--- src/rtl/multicycle_control.sv ---
// Multi-cycle MIPS main control FSM: Moore outputs decoded from state, with the
// FETCH-cycle IR/PC load qualified by mem_ready and illegal opcodes trapped.
module multicycle_control #(
  parameter int unsigned     OP_W    = 3,
  parameter logic [OP_W-1:0] OP_R    = OP_W'(1),
  parameter logic [OP_W-1:0] OP_LW   = OP_W'(2),
  parameter logic [OP_W-1:0] OP_SW   = OP_W'(3),
  parameter logic [OP_W-1:0] OP_J    = OP_W'(4),
  parameter logic [OP_W-1:0] OP_BEQ  = OP_W'(5),
  parameter logic [OP_W-1:0] OP_BNE  = OP_W'(6),
  parameter logic [OP_W-1:0] OP_ADDI = OP_W'(7)
) (
  input  logic            clk,
  input  logic            rst_n,
  input  logic [OP_W-1:0] opcode,
  input  logic            mem_ready,
  output logic            pc_write,
  output logic            pc_write_beq,
  output logic            pc_write_bne,
  output logic            iord,
  output logic            mem_read,
  output logic            mem_write,
  output logic            ir_write,
  output logic            reg_dst,
  output logic            mem_to_reg,
  output logic            reg_write,
  output logic            alu_src_a,
  output logic [1:0]      alu_src_b,
  output logic [1:0]      alu_op,
  output logic [1:0]      pc_source,
  output logic            illegal_op,
  output logic [3:0]      state
);

  typedef enum logic [3:0] {
    S_FETCH  = 4'd0,
    S_DECODE = 4'd1,
    S_MEMADR = 4'd2,
    S_MEMRD  = 4'd3,
    S_MEMWB  = 4'd4,
    S_MEMWR  = 4'd5,
    S_EXEC   = 4'd6,
    S_RWB    = 4'd7,
    S_ADDIEX = 4'd8,
    S_ADDIWB = 4'd9,
    S_BRANCH = 4'd10,
    S_JUMP   = 4'd11,
    S_TRAP   = 4'd12
  } state_t;

  state_t          state_q;
  state_t          state_d;
  logic [OP_W-1:0] op_q;

  // State register; opcode is latched on the DECODE edge for later dispatch.
  always_ff @(posedge clk or negedge rst_n) begin
    if (!rst_n) begin
      state_q <= S_FETCH;
      op_q    <= '0;
    end else begin
      state_q <= state_d;
      if (state_q == S_DECODE) op_q <= opcode;
    end
  end

  // Next state and control outputs.
  always_comb begin
    state_d      = S_FETCH;
    pc_write     = 1'b0;
    pc_write_beq = 1'b0;
    pc_write_bne = 1'b0;
    iord         = 1'b0;
    mem_read     = 1'b0;
    mem_write    = 1'b0;
    ir_write     = 1'b0;
    reg_dst      = 1'b0;
    mem_to_reg   = 1'b0;
    reg_write    = 1'b0;
    alu_src_a    = 1'b0;
    alu_src_b    = 2'b00;
    alu_op       = 2'b00;
    pc_source    = 2'b00;
    illegal_op   = 1'b0;
    state        = 4'(state_q);

    case (state_q)
      S_FETCH: begin
        mem_read  = 1'b1;
        alu_src_b = 2'b01;
        ir_write  = mem_ready;
        pc_write  = mem_ready;
        state_d   = mem_ready ? S_DECODE : S_FETCH;
      end
      S_DECODE: begin
        alu_src_b = 2'b11;
        if (opcode == OP_R)                              state_d = S_EXEC;
        else if (opcode == OP_LW || opcode == OP_SW)     state_d = S_MEMADR;
        else if (opcode == OP_ADDI)                      state_d = S_ADDIEX;
        else if (opcode == OP_BEQ || opcode == OP_BNE)   state_d = S_BRANCH;
        else if (opcode == OP_J)                         state_d = S_JUMP;
        else                                             state_d = S_TRAP;
      end
      S_MEMADR: begin
        alu_src_a = 1'b1;
        alu_src_b = 2'b10;
        state_d   = (op_q == OP_SW) ? S_MEMWR : S_MEMRD;
      end
      S_MEMRD: begin
        mem_read = 1'b1;
        iord     = 1'b1;
        state_d  = mem_ready ? S_MEMWB : S_MEMRD;
      end
      S_MEMWB: begin
        reg_write  = 1'b1;
        mem_to_reg = 1'b1;
      end
      S_MEMWR: begin
        mem_write = 1'b1;
        iord      = 1'b1;
        state_d   = mem_ready ? S_FETCH : S_MEMWR;
      end
      S_EXEC: begin
        alu_src_a = 1'b1;
        alu_op    = 2'b10;
        state_d   = S_RWB;
      end
      S_RWB: begin
        reg_write = 1'b1;
        reg_dst   = 1'b1;
      end
      S_ADDIEX: begin
        alu_src_a = 1'b1;
        alu_src_b = 2'b10;
        state_d   = S_ADDIWB;
      end
      S_ADDIWB: reg_write = 1'b1;
      S_BRANCH: begin
        alu_src_a    = 1'b1;
        alu_op       = 2'b01;
        pc_source    = 2'b01;
        pc_write_beq = (op_q == OP_BEQ);
        pc_write_bne = (op_q == OP_BNE);
      end
      S_JUMP: begin
        pc_write  = 1'b1;
        pc_source = 2'b10;
      end
      S_TRAP:  illegal_op = 1'b1;
      default: state_d = S_FETCH;
    endcase

    // Reset silences every control line immediately, aborting any access.
    if (!rst_n) begin
      pc_write     = 1'b0;
      pc_write_beq = 1'b0;
      pc_write_bne = 1'b0;
      iord         = 1'b0;
      mem_read     = 1'b0;
      mem_write    = 1'b0;
      ir_write     = 1'b0;
      reg_dst      = 1'b0;
      mem_to_reg   = 1'b0;
      reg_write    = 1'b0;
      alu_src_a    = 1'b0;
      alu_src_b    = 2'b00;
      alu_op       = 2'b00;
      pc_source    = 2'b00;
      illegal_op   = 1'b0;
      state        = 4'd0;
    end
  end

endmodule
--- config.mk ---
export PLATFORM = sky130hd
export DESIGN_NAME = multicycle_control
export DESIGN_NICKNAME = d
export VERILOG_FILES = /design/src/rtl/multicycle_control.sv
export SDC_FILE = /design/constraint.sdc
export NUM_CORES = 1
export LEC_CHECK = 0
export CORE_MARGIN = 10
export CORE_UTILIZATION = 42
export CTS_CLUSTER_DIAMETER = 150
export DETAILED_ROUTE_END_ITERATION = 10
export PLACE_DENSITY = 0.81
export SYNTH_ARGS = -nofsm -noshare
export SYNTH_HDL_FRONTEND = slang
export SYNTH_SLANG_ARGS = --single-unit
--- constraint.sdc ---
create_clock -name clk -period 2 [get_ports clk]
set_clock_uncertainty 0.2 [all_clocks]
set_input_delay 0.6 -clock clk [delete_from_list [all_inputs] [get_ports clk]]
set_output_delay 0.6 -clock clk [all_outputs]
set_load 0.05 [all_outputs]
==> impl_metrics.json, run 1 <==
{
  "status": "stopped before the end",
  "lastStage": "3_5_place_dp",
  "error": "[ERROR DPL-0038] Utilization greater than 100%, impossible to legalize",
  "synth_xor_area_share_pct": 2.46,
  "gp_congestion": 0.844,
  "synth_compound_area_share_pct": 15.8,
  "synth.cell_area_um2": 713,
  "synthAdderAreaFrac_pct": 0,
  "syn_avg_cell_area_um2": 7.43,
  "ys_ff_latch": 7,
  "syn_inst": 96,
  "synthMuxAreaShare_pct": 4.56,
  "fp.dieH_um": 61.2,
  "numPortBuffers": 27,
  "synth-simple-area-share_pct": 46.0,
  "initial_utilization_pct": 45.7,
  "num_io_pins": 28,
  "row_count": 14,
  "synth_fp_nets": 102,
  "ys_types": 31,
  "yosys_warnings": 0,
  "yosysSeqAreaShare_pct": 24.6,
  "synth_top_family_by_area": "simple AND/OR/NAND/NOR gates",
  "fp.dieW_um": 61.2
}
per-stage QoR:
step	hold slack [ps]	std cells	instance area (um^2)	setup TNS (ps)
2_1_floorplan	104	96	916	-1680
3_3_place_gp	372	160	1580	-11780
Yosys cell counts:
cell type  instances  area [um^2]
a2111oi_1          1         10.0
nand3_1            3         15.0
inv_1              3         11.3
o211ai_1           4         30.0
and2_1             4         25.0
buf_4              1         7.51
buf_2              5         25.0
or3_1              1         6.26
xor2_1             2         17.5
a31oi_1            1         6.26
nand2b_1           4         25.0
dfrtp_1            7          175
nor4b_1            1         8.76
nor2_1            12         45.0
and3b_1            2         17.5
nor3b_1            6         45.0
and2b_1            2         15.0
clkbuf_1           1         3.75
a211oi_1           1         7.51
nand3b_1           1         7.51
mux2i_1            1         10.0
o311ai_0           1         8.76
o21ai_0            7         35.0
mux2_2             2         22.5
nand4_1            1         6.26
and3_1             3         18.8
nor2b_1            4         25.0
nand2_1            9         33.8
nor4b_4            1         23.8
a21oi_1            3         15.0
nor3_1             2         10.0
cells by family after synthesis:
family / count (synthesis)
multiplexers: 3
buffers and inverters: 10
AO/OA/AOI/OAI: 18
AND/OR/NAND/NOR: 56
flip-flops: 7
XOR/XNOR: 2
==> run 2: changes to the inputs <==
==> config.mk (replaced) <==
export PLATFORM = sky130hd
export DESIGN_NAME = multicycle_control
export DESIGN_NICKNAME = d
export VERILOG_FILES = /design/src/rtl/multicycle_control.sv
export SDC_FILE = /design/constraint.sdc
export NUM_CORES = 1
export LEC_CHECK = 0
export CORE_AREA = 10 10 71 73
export DETAILED_ROUTE_END_ITERATION = 10
export DIE_AREA = 0 0 81 83
export PLACE_DENSITY_LB_ADDON = 0.15
export SYNTH_ARGS = -nofsm -noshare
export SYNTH_HDL_FRONTEND = slang
export SYNTH_SLANG_ARGS = --single-unit
==> run 2 against run 1 <==
Area after synthesis is the same. Synthesized cell count unchanged. The flow now finishes, with violations (negative setup slack).
==> impl_metrics.json, run 2 <==
{
  "status": "complete, but fails checks",
  "failed_checks": "negative setup slack",
  "crit_slowest_cell": "dfrtp_2",
  "critPathBufInv": 4,
  "row_count": 22,
  "ctsRootBufferMaster": "clkbuf_8",
  "reg.largest.list": "state_q (4), op_q (3)",
  "num_antenna_cells": 0,
  "drt_wl_total_um": 2560,
  "synth.cell_area_um2": 713,
  "cts_tree": "done",
  "clk_latency_ps": 230,
  "p_comb_share_pct": 79.0,
  "drt-pass1-iter-count": 4,
  "numCtsBuffers": 3,
  "ys_ff_latch": 7,
  "synthArstFlopShare_pct": 100,
  "p_clk_share_pct": 8.6,
  "setup_viol": 22,
  "antenna_found_initial": 0,
  "hold_path_class": "input pin to asynchronous set/reset pin",
  "crit_type": "flip-flop to output pin",
  "multi_input_area_um2": 756,
  "first_iter_violations": 18,
  "cp.arrival_ps": 1520,
  "grt_pass1_wl_um": 4370,
  "fin_tns_setup_ps": -4390,
  "largest_reg_flops": 4,
  "sequentialPowerShare_pct": 12.5,
  "yosysTopAreaCellShare_pct": 24.6,
  "layout_setup_ws_ps": -317,
  "grtUsageTotal_pct": 7.96,
  "core_mm2": 0.00363,
  "syn_avg_cell_area_um2": 7.43,
  "regMostFlops": "state_q",
  "irDropWorstVdd_v": 0.000442,
  "synth_area_leaders": "dfrtp_1 (25%), nor2_1 (6.3%), nor3b_1 (6.3%), o21ai_0 (4.9%), nand2_1 (4.7%)",
  "viasPerCell": 4.28,
  "hold_violations": 0,
  "power.density_mw_per_mm2": 1210,
  "power_mw": 2.35,
  "num_io_pins": 28,
  "drtAntennaViolNets": 0,
  "fmax_ghz": 0.432,
  "path_common_cell": "buf_4",
  "initial_utilization_pct": 19.6,
  "synth_fp_nets": 102,
  "yosysSeqAreaShare_pct": 24.6,
  "cts_max_path_buffers": 2,
  "cp_data_required_time_ps": 1200,
  "syn2layout_area_growth_pct": 171,
  "switching_power_mw": 1.05,
  "yosys_warnings": 0,
  "htreeDepth": 1,
  "nets": 171,
  "end_kind": "output pin",
  "period_share_pct": 116,
  "fin_crit_ps": 2320,
  "seqCellArea_um2": 178,
  "routed-via-count": 908,
  "synth_edf_count": 0,
  "sw_frac_of_total_pct": 44.6,
  "drive_above_1_share_pct": 68.9,
  "numClockSinks": 7,
  "grt_pass1_vias": 985,
  "power.internal_mw": 1.30,
  "ys_types": 31,
  "fp.dieW_um": 81,
  "drv_slew": 0,
  "crit_chain": "buf_4, buf_4, nand2b_4, buf_4, nor2_4, buf_12",
  "final_common_cell": "buf_4",
  "leakage_nw": 0.800,
  "grt_max_degree": 11,
  "numPortBuffers": 27,
  "gp_congestion": 0.786,
  "cap_violations": 0,
  "tightest_slew_ps": 297,
  "critPathMaxFanout": 5,
  "max_stage_delay_ps": 450,
  "nFillCells": 342,
  "startpoint_type": "flip-flop",
  "overflow": 0,
  "regToRegSetupSlack_ps": 220,
  "cp_top_family": "buffers and inverters",
  "post_drt_wl_per_cell_um": 12.1,
  "synth_area_leader_cell": "dfrtp_1",
  "synthTopCellsByCount": "nor2_1 (12), nand2_1 (9), dfrtp_1 (7), o21ai_0 (7), nor3b_1 (6)",
  "die-area_mm2": 0.00672,
  "rsz0062_at_grt": "true",
  "clk_pin_slew_ps": 40,
  "syn_inst": 96,
  "drc": 0,
  "mostFrequentLayoutCells": "buf_4 (30), buf_12 (21), buf_6 (13)",
  "yosysMostFrequentCell": "nor2_1",
  "synth_flop_cell": "dfrtp_1",
  "place_hpwl_um": 2090,
  "fp.dieH_um": 83,
  "max_slew_margin_pct": 80.2
}
[run 2: final timing paths]
| check | from | end | cells after the start |
|---|---|---|---|
| max | state_q[2] | alu_src_b[1] | 6 |
| min | rst_n | state_q[1] | 4 |
| max reg2reg | state_q[1] | op_q[0] | 4 |
| min reg2reg | op_q[2] | op_q[2] | 2 |
| max in group asynchronous | rst_n | state_q[3] | 4 |
| min in group clk | op_q[2] | op_q[2] | 2 |
[run 2: cell families after synthesis]
group,count (synthesis),synth area share (%)
AOI/OAI and AO/OA,18,15.8
buffers and inverters,10,6.67
DFF,7,24.6
xor gates and xnor gates,2,2.46
and+or+nand+nor,56,46.0
muxes,3,4.56
[run 2: cell type report]
| class | instances | share of cell area [%] |
|---|---|---|
| clock buffer | 4 | 2.33 |
| inverter | 3 | 0.582 |
| multi-input combinational | 79 | 39.0 |
| sequential | 7 | 9.18 |
| tap | 48 | 3.10 |
| timing repair buffer | 71 | 45.8 |
[run 2: power by group through the flow]
stage	combinational, mW	sequential, mW	clock, mW
finish	1.85	0.292	0.201
global route	1.98	0.307	0.219
CTS	1.77	0.292	0.204
detailed placement	1.62	0.294	0
global placement	1.61	0.290	0
floorplan	0.952	0.284	0
[run 2: per-stage QoR]
stage                     cells  cell area (um^2)  util (%)  hold slack (ps)  setup WS (ps)
after floorplan              96               916         -              104           -255
after global placement      199              1660      45.8              374           -715
after detailed placement    199              1660      45.8              375           -735
after CTS                   207              1820      50.2              211           -313
after global routing        212              1940      53.3              274           -388
final                       212              1940      53.3              262           -317
[run 2: what timing repair did]
action,CTS,global route
pin swaps,9,9
hold endpoints to repair,0,0
setup endpoints to repair,22,22
buffers inserted,4,7
hold buffers,0,0
resized for setup,30,20
[run 2: worst reg2reg max path, cell delays in order, from the launching register on]
cell and delay (ps):
dfrtp_1 400, buf_4 170, buf_4 170, nor4b_4 350
mux2_2 370
[run 2: layer usage]
layer	GRT usage, %	vias up	wire length (um)
met1	8.08	412	1040
met5	0	-	0
met3	2.91	3	140
met2	14.0	20	1350
li1	-	473	-
met4	3.29	0	35
Power figures use the tool's default switching activity.
